### config.mk
export PLATFORM = sky130hd
export DESIGN_NAME = imm_ext_pipe
export DESIGN_NICKNAME = d
export VERILOG_FILES = /design/src/rtl/imm_ext_pkg.sv /design/src/rtl/imm_ext_core.sv /design/src/rtl/imm_ext_pipe.sv
export SDC_FILE = /design/constraint.sdc
export NUM_CORES = 1
export LEC_CHECK = 0
export ABC_CLOCK_PERIOD_IN_PS = 2360
export BUFFER_PORTS_ARGS = -buffer_cell sky130_fd_sc_hd__buf_2
export CORE_UTILIZATION = 45
export DETAILED_ROUTE_END_ITERATION = 10
export PLACE_DENSITY = 0.72
export SLEW_MARGIN = 20
export SYNTH_ARGS = -nofsm -noshare
export SYNTH_HDL_FRONTEND = slang
export SYNTH_SLANG_ARGS = --single-unit
export TNS_END_PERCENT = 20
### constraint.sdc
create_clock -name clk -period 2.36 [get_ports clk]
set_clock_uncertainty 0.05 [all_clocks]
set_input_delay 0.354 -clock clk [delete_from_list [all_inputs] [get_ports clk]]
set_output_delay 0.354 -clock clk [all_outputs]
set_load 0.01 [all_outputs]
### src/rtl/imm_ext_pkg.sv
// Shared types and defaults for the immediate-extension unit.
package imm_ext_pkg;

    typedef enum logic [1:0] {
        IMM_SIGN   = 2'b00,
        IMM_ZERO   = 2'b01,
        IMM_UPPER  = 2'b10,
        IMM_BRANCH = 2'b11
    } imm_mode_t;

    localparam int N_DEF        = 32;
    localparam int BR_SHAMT_DEF = 2;
    localparam int TAG_W_DEF    = 5;

endpackage

### src/rtl/imm_ext_core.sv
// Purely combinational immediate extender: sign, zero, upper-load and
// branch-offset (sign-extended, shifted left by BR_SHAMT).
module imm_ext_core
    import imm_ext_pkg::*;
#(
    parameter int N        = N_DEF,
    parameter int I        = N / 2,
    parameter int BR_SHAMT = BR_SHAMT_DEF
) (
    input  logic [I-1:0] in_imm,
    input  imm_mode_t    in_mode,
    output logic [N-1:0] ext
);

    if ((I < 1) || (I > N)) begin : g_bad_i
        $error("imm_ext_core: I=%0d outside 1..N (N=%0d)", I, N);
    end
    if ((BR_SHAMT < 0) || (BR_SHAMT >= N)) begin : g_bad_shamt
        $error("imm_ext_core: BR_SHAMT=%0d outside 0..N-1", BR_SHAMT);
    end

    logic [N-1:0] sext;
    logic [N-1:0] zext;
    logic [N-1:0] upper;

    if (I < N) begin : g_narrow
        // Widen the immediate for each base form
        always_comb begin
            sext  = {{(N-I){in_imm[I-1]}}, in_imm};
            zext  = {{(N-I){1'b0}}, in_imm};
            upper = {in_imm, {(N-I){1'b0}}};
        end
    end else begin : g_full
        // Full-width immediate: every base form is the immediate itself
        always_comb begin
            sext  = in_imm;
            zext  = in_imm;
            upper = in_imm;
        end
    end

    // Select the extension form requested by the mode
    always_comb begin
        ext = sext;
        case (in_mode)
            IMM_SIGN:   ext = sext;
            IMM_ZERO:   ext = zext;
            IMM_UPPER:  ext = upper;
            IMM_BRANCH: ext = sext << BR_SHAMT;
            default:    ext = sext;
        endcase
    end

endmodule

### src/rtl/imm_ext_pipe.sv
// Registered ready/valid stage around imm_ext_core with a one-entry skid
// buffer (two entries total). in_ready is registered and never depends
// combinationally on out_ready.
// Optional macro IMM_EXT_PARITY_EN adds out_parity = ^out_data.
module imm_ext_pipe
    import imm_ext_pkg::*;
#(
    parameter int N        = N_DEF,
    parameter int I        = N / 2,
    parameter int TAG_W    = TAG_W_DEF,
    parameter int BR_SHAMT = BR_SHAMT_DEF
) (
    input  logic             clk,
    input  logic             reset,
    input  logic             in_valid,
    output logic             in_ready,
    input  logic [I-1:0]     in_imm,
    input  logic [1:0]       in_mode,
    input  logic [TAG_W-1:0] in_tag,
    output logic             out_valid,
    input  logic             out_ready,
    output logic [N-1:0]     out_data,
`ifdef IMM_EXT_PARITY_EN
    output logic             out_parity,
`endif
    output logic [TAG_W-1:0] out_tag
);

    logic [N-1:0]     ext;
    logic [N-1:0]     skid_data;
    logic [TAG_W-1:0] skid_tag;
    logic             skid_valid;
    logic             skid_valid_nxt;
    logic             in_xfer;
    logic             drain;

    imm_ext_core #(
        .N        (N),
        .I        (I),
        .BR_SHAMT (BR_SHAMT)
    ) u_core (
        .in_imm  (in_imm),
        .in_mode (imm_mode_t'(in_mode)),
        .ext     (ext)
    );

    // Transfer qualifiers and skid occupancy for the next cycle
    always_comb begin
        in_xfer        = in_valid && in_ready;
        drain          = !out_valid || out_ready;
        // Draining always empties the skid: it moves into main, and while it
        // is full in_ready is low so no new item can race it.
        skid_valid_nxt = drain ? 1'b0 : (skid_valid || in_xfer);
    end

    // Main/skid storage and the registered ready flag
    always_ff @(posedge clk or posedge reset) begin
        if (reset) begin
            out_valid  <= 1'b0;
            out_data   <= '0;
            out_tag    <= '0;
            skid_valid <= 1'b0;
            skid_data  <= '0;
            skid_tag   <= '0;
            in_ready   <= 1'b0;
        end else begin
            skid_valid <= skid_valid_nxt;
            in_ready   <= !skid_valid_nxt;
            if (drain) begin
                if (skid_valid) begin
                    out_data  <= skid_data;
                    out_tag   <= skid_tag;
                    out_valid <= 1'b1;
                end else if (in_xfer) begin
                    out_data  <= ext;
                    out_tag   <= in_tag;
                    out_valid <= 1'b1;
                end else begin
                    out_valid <= 1'b0;
                end
            end else if (in_xfer) begin
                skid_data <= ext;
                skid_tag  <= in_tag;
            end
        end
    end

`ifdef IMM_EXT_PARITY_EN
    logic skid_parity;

    // Parity travels alongside data through main and skid
    always_ff @(posedge clk or posedge reset) begin
        if (reset) begin
            out_parity  <= 1'b0;
            skid_parity <= 1'b0;
        end else if (drain) begin
            if (skid_valid) begin
                out_parity <= skid_parity;
            end else if (in_xfer) begin
                out_parity <= ^ext;
            end
        end else if (in_xfer) begin
            skid_parity <= ^ext;
        end
    end
`endif

endmodule

### Word level (Yosys, flattened, before mapping)

Cells that the tools add are included.

* bitwise logic cells: 1
* equal/unequal tests: 3
* reduce and logical (&&, ||, !) cells: 9
* multiplexer cells: 8

Operator list (count)
* case mux 32 bit (4 select lines): 1
* two-way mux 32 bit: 2
* two-way mux 5 bit: 2
* equality test 2 bit (second input constant): 2
* AND reduction 2 bit: 2
* two-way mux 1 bit: 3
* equality test 2 x 1 -> 1 bit (second input constant): 1
* zero test 1 bit: 2
* zero test 2 bit: 1
* logical OR 1 bit: 2
* nonzero test 2 bit: 1
* logical AND 1 bit: 1
* inverter 1 bit: 1

* logic and storage cells: 28
* input bits: 27
* register bits: 77
* output and inout bits: 39

### Depth between registers and ports, before layout

Gate-level depths: netlist (run 1).

* word-level depth: 4
* depth in mapped cells: 6
* gate-level depth less buffers: 3

### Modules after synthesis

A second synthesis (run 1) with hierarchy kept.

* cell total of the unflattened synthesis: 267
* area, all modules: 3988.8 um^2

Modules (own cells, without submodules)
* imm_ext_pipe: instances 1, cells an instance 207, sequential area each 1926.8 um^2, area an instance 3477.1 um^2
* imm_ext_core: instances 1, cells an instance 60, sequential area each 0.0 um^2, area an instance 511.7 um^2

### Worst setup path after synthesis (run 1)

No wires, ideal clock.

* path type: reg-to-reg
* start point: reg out_valid
* end point: reg out_data[10]
* buffers on the path: 3
* period minus slack after synthesis: 1510 ps
* arrival: 1365 ps
* stages on the path, launching flop included: 7
* setup slack: 850 ps
* library setup time: 95 ps
* required time: 2215 ps
* cell sequence: dfrtp_1 -> nor2b_4 -> buf_6 -> or2_1 -> buf_6 -> buf_6 -> o31ai_1

* word-level cells in the longest chain between the ends: 3

RTL lines
* start: declaration: RTL line imm_ext_pipe.sv:20 `output logic out_valid,`
* start signal: assignment: RTL line imm_ext_pipe.sv:59 `out_valid <= 1'b0;`
* start signal: assignment: RTL line imm_ext_pipe.sv:73 `out_valid <= 1'b1;`
* start signal: assignment: RTL line imm_ext_pipe.sv:77 `out_valid <= 1'b1;`
* zero test 1 bit: RTL line imm_ext_pipe.sv:50 `drain = !out_valid || out_ready;`
* logical OR 1 bit: RTL line imm_ext_pipe.sv:50
* AND reduction 2 bit (no source line)
* end signal: assignment: RTL line imm_ext_pipe.sv:71 `out_data <= skid_data;`
* end signal: assignment: RTL line imm_ext_pipe.sv:75 `out_data <= ext;`
* end: declaration: RTL line imm_ext_pipe.sv:22 `output logic [N-1:0] out_data,`

Every way passes these cells.
A chain may end at the register's enable or synchronous reset.

### Worst setup path after layout (run 1)

* start point: reg skid_valid
* end point: reg out_data[1]

* word-level cells in the longest chain between the ends: 2
* elaborated cells on any way between the ends: 3
* classes of those cells: mux: 1; reduce/logical: 2

RTL lines
* start: declaration: RTL line imm_ext_pipe.sv:32 `logic skid_valid;`
* start signal: assignment: RTL line imm_ext_pipe.sv:67 `skid_valid <= skid_valid_nxt;`
* nonzero test 2 bit (no source line)
* AND reduction 2 bit (no source line)

Several ways; a longest one is shown, not always the timed one.

==> results of run 1 <==
## stage by stage
stage          cell area [um^2]  std cells  utilization (%)  worst slack, ns  hold slack [ns]
6_report                   4290        557             54.7            0.650           0.0449
5_1_grt                    4290        557             54.7            0.562           0.0951
2_1_floorplan              3700        398                -            0.850            0.388
3_3_place_gp               4090        542             52.1            0.559            0.400
4_1_cts                    4290        557             54.7            0.651           0.0578
3_5_place_dp               4090        542             52.1            0.456            0.413
## layer usage
| metal | vias up | share of wire, % |
|---|---|---|
| li1 | 1522 | - |
| met1 | 1553 | 44 |
| met2 | 99 | 48 |
| met3 | 16 | 5.9 |
| met4 | 0 | 2.1 |
| met5 | - | 0 |
## cell families (layout without fill, tap and decap cells)
logic type,Yosys count,count (layout),share of synthesized area [%]
simple gates,108,108,13.3
flops,77,77,52.1
xor+xnor,1,1,0.237
compound gates,162,162,26.5
mux,8,8,2.27
buf+inv,42,99,5.65
## power by group through the flow
stage          Combinational [mW]  Clock (mW)  Sequential, mW
3_3_place_gp                0.990           0            1.86
4_1_cts                      1.02        1.02            1.85
2_1_floorplan               0.565           0            1.93
5_1_grt                      1.14        1.08            1.89
3_5_place_dp                 1.02           0            1.88
6_report                     1.01       0.998            1.85
## flip-flops by register name (all words and copies together), names as in the netlist
name / count
out_data: 32
out_valid: 1
out_tag: 5
skid_valid: 1
skid_data: 32
in_ready: 1
skid_tag: 5
## path summary, 6_finish.rpt
kind | startpoint | end | slack, ns
setup / recovery | skid_valid$_DFF_PP0_ | out_data[1]$_DFFE_PP0P_ | 0.65
hold / removal | reset | skid_tag[1]$_DFFE_PP0P_ | 0.04
setup reg to reg | skid_valid$_DFF_PP0_ | out_data[1]$_DFFE_PP0P_ | 0.65
hold reg to reg | skid_tag[2]$_DFFE_PP0P_ | skid_tag[2]$_DFFE_PP0P_ | 0.43
max in group asynchronous | reset | skid_data[17]$_DFFE_PP0P_ | 1.58
min in group clk | in_tag[2] | skid_tag[2]$_DFFE_PP0P_ | 0.17
## worst max-delay path, stage by stage (launching register included)
cell	delay [ns]
dfrtp_1	0.54
a21oi_2	0.19
or2_1	0.14
buf_4	0.29
mux2_2	0.37
## final cells by class
class                           count  area, um^2  share of cell area [%]
Clock inverter                      4        47.5                    1.11
Inverter                            4        18.8                   0.438
Tap cell                          102         128                    2.98
Sequential cell                    77        1930                    44.9
Timing Repair Buffer               80         450                    10.5
Multi-Input combinational cell    279        1570                    36.5
Clock buffer                       11         151                    3.53
## cell usage in the layout, fill, tap and decap left out, types with 2 or more instances in the layout
| cell type | synthesis | layout |
|---|---|---|
| and2_1 | 2 | 2 |
| o21ai_0 | 59 | 59 |
| buf_4 | 1 | 14 |
| nand2_1 | 36 | 36 |
| a221oi_1 | 16 | 16 |
| a211oi_1 | 14 | 14 |
| buf_2 | 7 | 65 |
| mux2_2 | 3 | 3 |
| inv_1 | 4 | 3 |
| dfrtp_1 | 77 | 77 |
| mux2i_1 | 5 | 5 |
| a21oi_1 | 43 | 42 |
| clkinv_2 | 0 | 2 |
| clkinvlp_4 | 0 | 2 |
| nor2_1 | 45 | 45 |
| o31ai_1 | 29 | 29 |
| and2b_1 | 4 | 4 |
| clkbuf_8 | 0 | 11 |
| nor2b_1 | 11 | 11 |
| nand2b_1 | 5 | 5 |
==> metrics.txt, run 1 <==
Setup Buffers After CTS=0; commonest cells in the netlist=77 x dfrtp_1, 59 x o21ai_0, 45 x nor2_1; via/cell ratio=~5.7; Chip Height=around 93 um; register area share after synthesis=a little over half; Seq pwr share=roughly 48%; CTS Root Cell=clkbuf_8; die area=between 0.008 and 0.009 mm^2; crit path launch type=flop; Die W=roughly 90 um; Hold Vio Cnt, Final=0; DP HPWL=between 6000 and 7000 um; ys flop type=dfrtp_1; CTS resizes=0; router iterations before antenna repair=4; deepest clock path buffer count=2; port buffer count=65; Yosys warning count=0; largest net degree at the start of global routing=54; Remaining DRCs=0; Internal Power=2.61 mW; Yosys cell types=28; Tcrit/Tclk final=between 70% and 80%; drt wl/cell=between 15 and 20 um; Max H-tree Level=3; Syn Std Cell Area=~0.0037 mm^2; most frequent cell after synthesis=dfrtp_1; initial antenna violation count=0; unrepaired setup endpoints after global routing=no; Max Fanout on Critical Path=23; worst slew pin tran=around 0.64 ns; GR Layer Usage met3=approximately 3.3%; Relative slew margins=~57%; met2 global-route usage=39.9%; layout cell share with drive strength beyond 1=roughly 22%; clock latency on the worst-skew pair=approximately 0.33 ns; IO Pins=between 60 and 70; Crit Path Class=flop to flop; Post-synth EDFFs=0; clock network fraction of design power=around 26%; grt met1 use=between 30% and 40%; Starting Density=between 40% and 50%; GRT Total Usage=a little under a quarter; total CTS buffers=9; routed via count=3190; #FFs+latches synth=77; Placer Congestion=roughly 0.76; total congestion overflow=0; Critical Path RT=approximately 2.5 ns; pwr dens=901 mW/mm^2; CORE AREA=roughly 0.008 mm^2; Final Max Tran Viols=0; HP Class=input pin to asynchronous set/reset pin; Layout Nets=~480; vias in the first global route=approximately 3100; final setup violating endpoints=0; Synth top area share=between 50% and 60%; Placement Rows=32; Total Neg Setup Slack=0 ns; TritonCTS clock tree=yes; hold buffer count at CTS=0; overall power=3.86 mW; CTS sink cnt=a little under 80; ys async rst share=100%; status=finished, final reports clean; global-route wire length before repair=15900 um; Max-cap violations=0; critical path capture point type=flop; Tmin final=~1.7 ns; cell count after synthesis=around 400; crit path DAT=between 1.5 and 2 ns; # fillers=740; DRT iter0 DRCs=248; syn_nets=about 430; Top Usage Layer GRT=met2; Synth area leaders=dfrtp_1 52%, o21ai_0 8.0%, o31ai_1 5.9%; Reg2Reg Depth=4; Final ANT Viol Nets=0; Synth-to-Final Area Change=16.0%; VDD IR max=~0.00038 V; Leak=~2 nW; Psw=1.25 mW; Synth Area per Inst=about 9.3 um^2; Clk pin slew, worst setup/hold paths=0.08 ns; cell taking the most area after synthesis=dfrtp_1; WL final=9560 um; Ant. Diodes=0; sw frac=approximately 32%; Logic pwr share=around a quarter; Fmax achieved=just under 600 MHz
Power figures use the tool's default switching activity.
==> inputs of run 2 (changes only) <==
- ABC_AREA: unset -> 1
- ABC_CLOCK_PERIOD_IN_PS: 2360 -> 1680
- PLACE_DENSITY: 0.72 -> 0.69
- clock period: 2.36 -> 1.68 ns (I/O delays scaled with it)
==> run 2 against run 1 <==
Hold slack improved by 0.036 ns. Clock power up 82%. First-iteration DRC count decreased by 19%. Non-clock buffer count decreased by 6. Largest cell class unchanged.
==> metrics.txt, run 2 <==
status=finished, final reports clean; #FFs+latches synth=77; pwr dens=approximately 1400 mW/mm^2; Critical Path RT=1.92 ns; TritonCTS clock tree=yes; global-route wire length before repair=between 15000 and 20000 um; wire length on met1=between 4000 and 5000 um; port buffer count=65; crit path launch type=flop; area of the multi-input gates=approximately 0.0016 mm^2; VDD IR max=between 0.0005 and 0.0006 V; most frequent cells in the layout=239 x nand2_1, 77 x dfrtp_1, 65 x buf_2; Placer Congestion=roughly 0.81; Syn Std Cell Area=approximately 0.0038 mm^2; Fmax achieved=about 700 MHz; Area after DPL=0.00423 mm^2; Max H-tree Level=3; slack of the critical path=0.218 ns; critical path capture point type=flop; Layout Nets=600; Seq pwr share=a little over two fifths; Yosys warning count=0; Crit Path Class=flop to flop; Remaining DRCs=0; Leak=between 2 and 3 nW; via/cell ratio=slightly above 5; fin area=roughly 0.0045 mm^2; # fillers=~830; Chip Height=between 90 and 100 um; Psw=about 1.9 mW; most frequent cell after synthesis=nand2_1; register area share after synthesis=between 50% and 60%; Total Neg Setup Slack=0 ns; die area=just under 0.009 mm^2; HP Class=input pin to flop; CTS Root Cell=clkbuf_8; drt wl/cell=around 14 um; clock latency on the worst-skew pair=between 0.3 and 0.4 ns; GRT Total Usage=between 20% and 30%; CTS sink cnt=77; total CTS buffers=9; register area=0.00193 mm^2; initial antenna violation count=0; Synth top area share=50.1%; Synth-to-Final Area Change=17.2%; Setup Buffers After CTS=0; Synth Area per Inst=7.40 um^2; Top Layer Used=met4; Synth area leaders=dfrtp_1 50%, nand2_1 23%, nand3_1 7.3%; commonest cells in the netlist=239 x nand2_1, 77 x dfrtp_1, 56 x nand3_1; cell count after synthesis=~520; CORE AREA=around 0.0083 mm^2; Ant. Diodes=0; largest net degree at the start of global routing=49; Final ANT Viol Nets=0; routed via count=around 3500; Starting Density=a little under half; syn_nets=~550; ys flop type=dfrtp_1; vias in the first global route=between 3000 and 4000; Placement Rows=33; DP HPWL=6130 um; commonest non-fill, non-tap cell in the layout=nand2_1; crit path DAT=1.70 ns; unrepaired setup endpoints after global routing=no; cell taking the most area after synthesis=dfrtp_1; Internal Power=4.15 mW; Post-synth EDFFs=0; biggest regs=out_data x32, skid_data x32; deepest clock path buffer count=2; clock network fraction of design power=30.0%; sw frac=31.8%; ys async rst share=100%; Relative slew margins=between 60% and 70%; Max Fanout on Critical Path=22; router iterations before antenna repair=4; Place WS=approximately 0.14 ns; final setup violating endpoints=0; Tmin final=between 1 and 1.5 ns; Hold Vio Cnt, Final=0; WL final=9230 um; Clk pin slew, worst setup/hold paths=roughly 0.08 ns; WL met3=~460 um; worst slew pin tran=between 0.5 and 0.6 ns; met2 WL post-DR=approximately 4500 um; CTS resizes=0; DRT iter0 DRCs=between 200 and 250; layout cell share with drive strength beyond 1=17.6%; Max-cap violations=0; total congestion overflow=0; IO Pins=66; Die W=94.4 um; Tcrit/Tclk final=slightly below 90%; Fin Hold WS=around 0.081 ns; Logic pwr share=26.2%; Final Max Tran Viols=0; fin util=a little over half; Yosys cell types=18
## run 2: logic make-up after synthesis
logic type,after synthesis,share of synthesized area (%)
AO/OA/AOI/OAI,30,3.91
AND/OR/NAND/NOR,348,37.6
buffers and inverters,64,8.30
flip-flops,77,50.1
## run 2: repair_timing
item | CTS | global route
endpoints found under the hold margin | 16 | 0
setup endpoints to repair | 0 | 0
hold buffers | 1 | 0
## run 2: power groups by stage
stage          clock, mW  sequential, mW  combinational, mW
2_1_floorplan          0            2.80              0.925
3_3_place_gp           0            2.69               1.55
3_5_place_dp           0            2.71               1.60
4_1_cts             1.85            2.67               1.62
5_1_grt             1.91            2.73               1.82
6_report            1.82            2.67               1.59
## run 2: worst paths after layout
kind / startpoint / to / slack [ns] / cells past startpoint
min in group asynchronous: reset / skid_tag[3]$_DFFE_PP0P_ / 0.41 / 3
worst min register to register: out_data[25]$_DFFE_PP0P_ / out_data[25]$_DFFE_PP0P_ / 0.43 / 2
max in group asynchronous: reset / out_data[10]$_DFFE_PP0P_ / 0.63 / 4
worst min-delay path: out_ready / in_ready$_DFF_PP0_ / 0.08 / 3
worst max-delay path: out_valid$_DFFE_PP0P_ / out_data[8]$_DFFE_PP0P_ / 0.22 / 7
worst max register to register: out_valid$_DFFE_PP0P_ / out_data[8]$_DFFE_PP0P_ / 0.22 / 7
## run 2: layer usage
layer	global-route usage, %	up-vias
li1	-	1734
met1	30.1	1692
met2	37.3	105
met3	3.86	9
met4	7.69	0
met5	0	-
## run 2: layout make-up
cell class / instances / area share (%)
clock inverter: 7 / 3.06
tap: 105 / 2.92
inverter: 33 / 2.83
timing repair buffer: 74 / 10.2
sequential: 77 / 42.8
multi-input combinational: 378 / 35.5
clock buffer: 9 / 2.75
## run 2: per-stage QoR
step	total power, mW	instances
after CTS	6.14	683
after global placement	4.24	666
after global routing	6.47	683
final	6.08	683
after detailed placement	4.31	666
after floorplan	3.73	519
## run 2: critical path, cell delays in order, from the launching register on
cell,delay (ns)
dfrtp_1,0.37
inv_1,0.06
nor2_2,0.04
inv_2,0.10
nand2_4,0.15
inv_2,0.35
nand3_1,0.17
nand2_1,0.09
==> inputs of run 3 (changes only) <==
- CORE_UTILIZATION: 45 -> 31
- PLACE_DENSITY: 0.69 -> 0.52
==> run 3 against run 2 <==
Combinational power barely moved. Sequential power barely moved. Via count fell by 2.0%. Die area rose by 44%. Setup slack improved by 0.053 ns. Maximum frequency rose by 3.8%. Critical path type unchanged. Largest cell class unchanged. Clock-buffer cell count rose by 1. Utilization fell by 16 points. Cell count rose by 10%.
==> metrics.txt, run 3 (same netlist as run 2, synthesis figures left out) <==
status=finished, final reports clean; Leak=roughly 2.6 nW; via/cell ratio=~4.6; initial antenna violation count=0; largest net degree at the start of global routing=65; overall power=between 6 and 7 mW; Remaining DRCs=0; crit path launch type=flop; CTS Root Cell=clkbuf_16; most frequent cells in the layout=239 x nand2_1, 77 x dfrtp_1, 65 x buf_2; Max-cap violations=0; Non-Filler Instances=roughly 750; slack of the critical path=0.272 ns; fin area=0.00467 mm^2; biggest regs=out_data x32, skid_data x32; Clk pin slew, worst setup/hold paths=approximately 0.06 ns; Placer Congestion=0.772; Fin Hold WS=about 0.11 ns; CP Cell Sequence=inv_1 > nor2_2 > inv_2 > nand2_4 > inv_2 > nand3_1 > nand2_1; commonest non-fill, non-tap cell in the layout=nand2_1; Fmax achieved=a little over 700 MHz; Final ANT Viol Nets=0; Top Family by Delay on Critical Path=buffers and inverters; Place WS=approximately 0.26 ns; Starting Density=31.9%; Ant. Diodes=0; total congestion overflow=0; DP HPWL=6620 um; WL final=9840 um; register area=around 0.0019 mm^2; unrepaired setup endpoints after global routing=no; Relative slew margins=67.3%; fin util=38.7%; IO Pins=66; total CTS buffers=9; # fillers=~1300; deepest clock path buffer count=2; worst slew pin tran=0.490 ns; Chip Height=about 110 um; clock latency on the worst-skew pair=roughly 0.33 ns; crit path DAT=~1.6 ns; Worst path max stage delay=about 0.37 ns; Max H-tree Level=3; Area after DPL=roughly 0.0043 mm^2; vias in the first global route=between 3000 and 4000; Tcrit/Tclk final=between 80% and 90%; Placement Rows=40; Layout Nets=about 610; HP Class=input pin to flop; final setup violating endpoints=0; Slowest-stage cell, CP=dfrtp_1; Setup Buffers After CTS=0; VDD IR max=about 0.0008 V; DP Cell Count=735; die area=0.0128 mm^2; critical path capture point type=flop; CORE AREA=roughly 0.012 mm^2; router iterations before antenna repair=5; Max Fanout on Critical Path=22; CTS resizes=0; Synth-to-Final Area Change=21.4%; Die W=between 100 and 150 um; DRT iter0 DRCs=235; CTS sink cnt=77; Hold Vio Cnt, Final=0; Final Max Tran Viols=0; TritonCTS clock tree=yes; Total Neg Setup Slack=0 ns; area of the multi-input gates=between 0.0015 and 0.002 mm^2; GRT Total Usage=around 17%; Critical Path RT=1.90 ns; Crit Path Class=flop to flop; port buffer count=65; layout cell share with drive strength beyond 1=18.4%; global-route wire length before repair=about 17000 um; Tmin final=between 1 and 1.5 ns; drt wl/cell=~13 um; pwr dens=~1400 mW/mm^2; routed via count=about 3500; CP most frequent cell=inv_2; CP bufs+invs=3
==> run 3: tightest hold or removal path, delay by kind of cell <==
kind                   cells  cell delay, ns
AND/OR/NAND/NOR            2            0.12
buffers and inverters      1            0.08
==> run 3: power by group <==
| part | internal (mW) | switching (mW) |
|---|---|---|
| combinational | 0.622 | 0.997 |
| sequential | 2.41 | 0.251 |
| clock | 1.32 | 0.742 |
| total | 4.36 | 1.99 |
==> run 3: worst paths after layout <==
check | cells after the start | slack, ns | end | start
max reg2reg | 7 | 0.27 | out_data[14]$_DFFE_PP0P_ | out_valid$_DFFE_PP0P_
min | 3 | 0.11 | in_ready$_DFF_PP0_ | out_ready
max in group asynchronous | 4 | 0.54 | skid_data[27]$_DFFE_PP0P_ | reset
min in group asynchronous | 3 | 0.39 | skid_tag[4]$_DFFE_PP0P_ | reset
min reg2reg | 2 | 0.42 | skid_data[16]$_DFFE_PP0P_ | skid_data[16]$_DFFE_PP0P_
max | 7 | 0.27 | out_data[14]$_DFFE_PP0P_ | out_valid$_DFFE_PP0P_
==> run 3: per-layer routing <==
metal	vias up	share of wire (%)	track usage, %
met5	-	0	0
met4	0	1.1	4.21
met3	9	5.4	4.02
met2	101	46	27.3
met1	1613	48	22.9
li1	1746	-	-
==> run 3: final cells by class <==
class                      instances  share of cell area [%]
clock inverter                     5                    1.61
clock buffer                      10                    5.12
sequential                        77                    41.3
inverter                          33                    2.74
timing repair buffer              80                    10.5
multi-input combinational        378                    34.2
tap                              168                    4.51
==> run 3: timing repair <==
| item | CTS | global route |
|---|---|---|
| setup endpoints to repair | 0 | 0 |
| hold buffers | 1 | 0 |
| endpoints found under the hold margin | 13 | 0 |
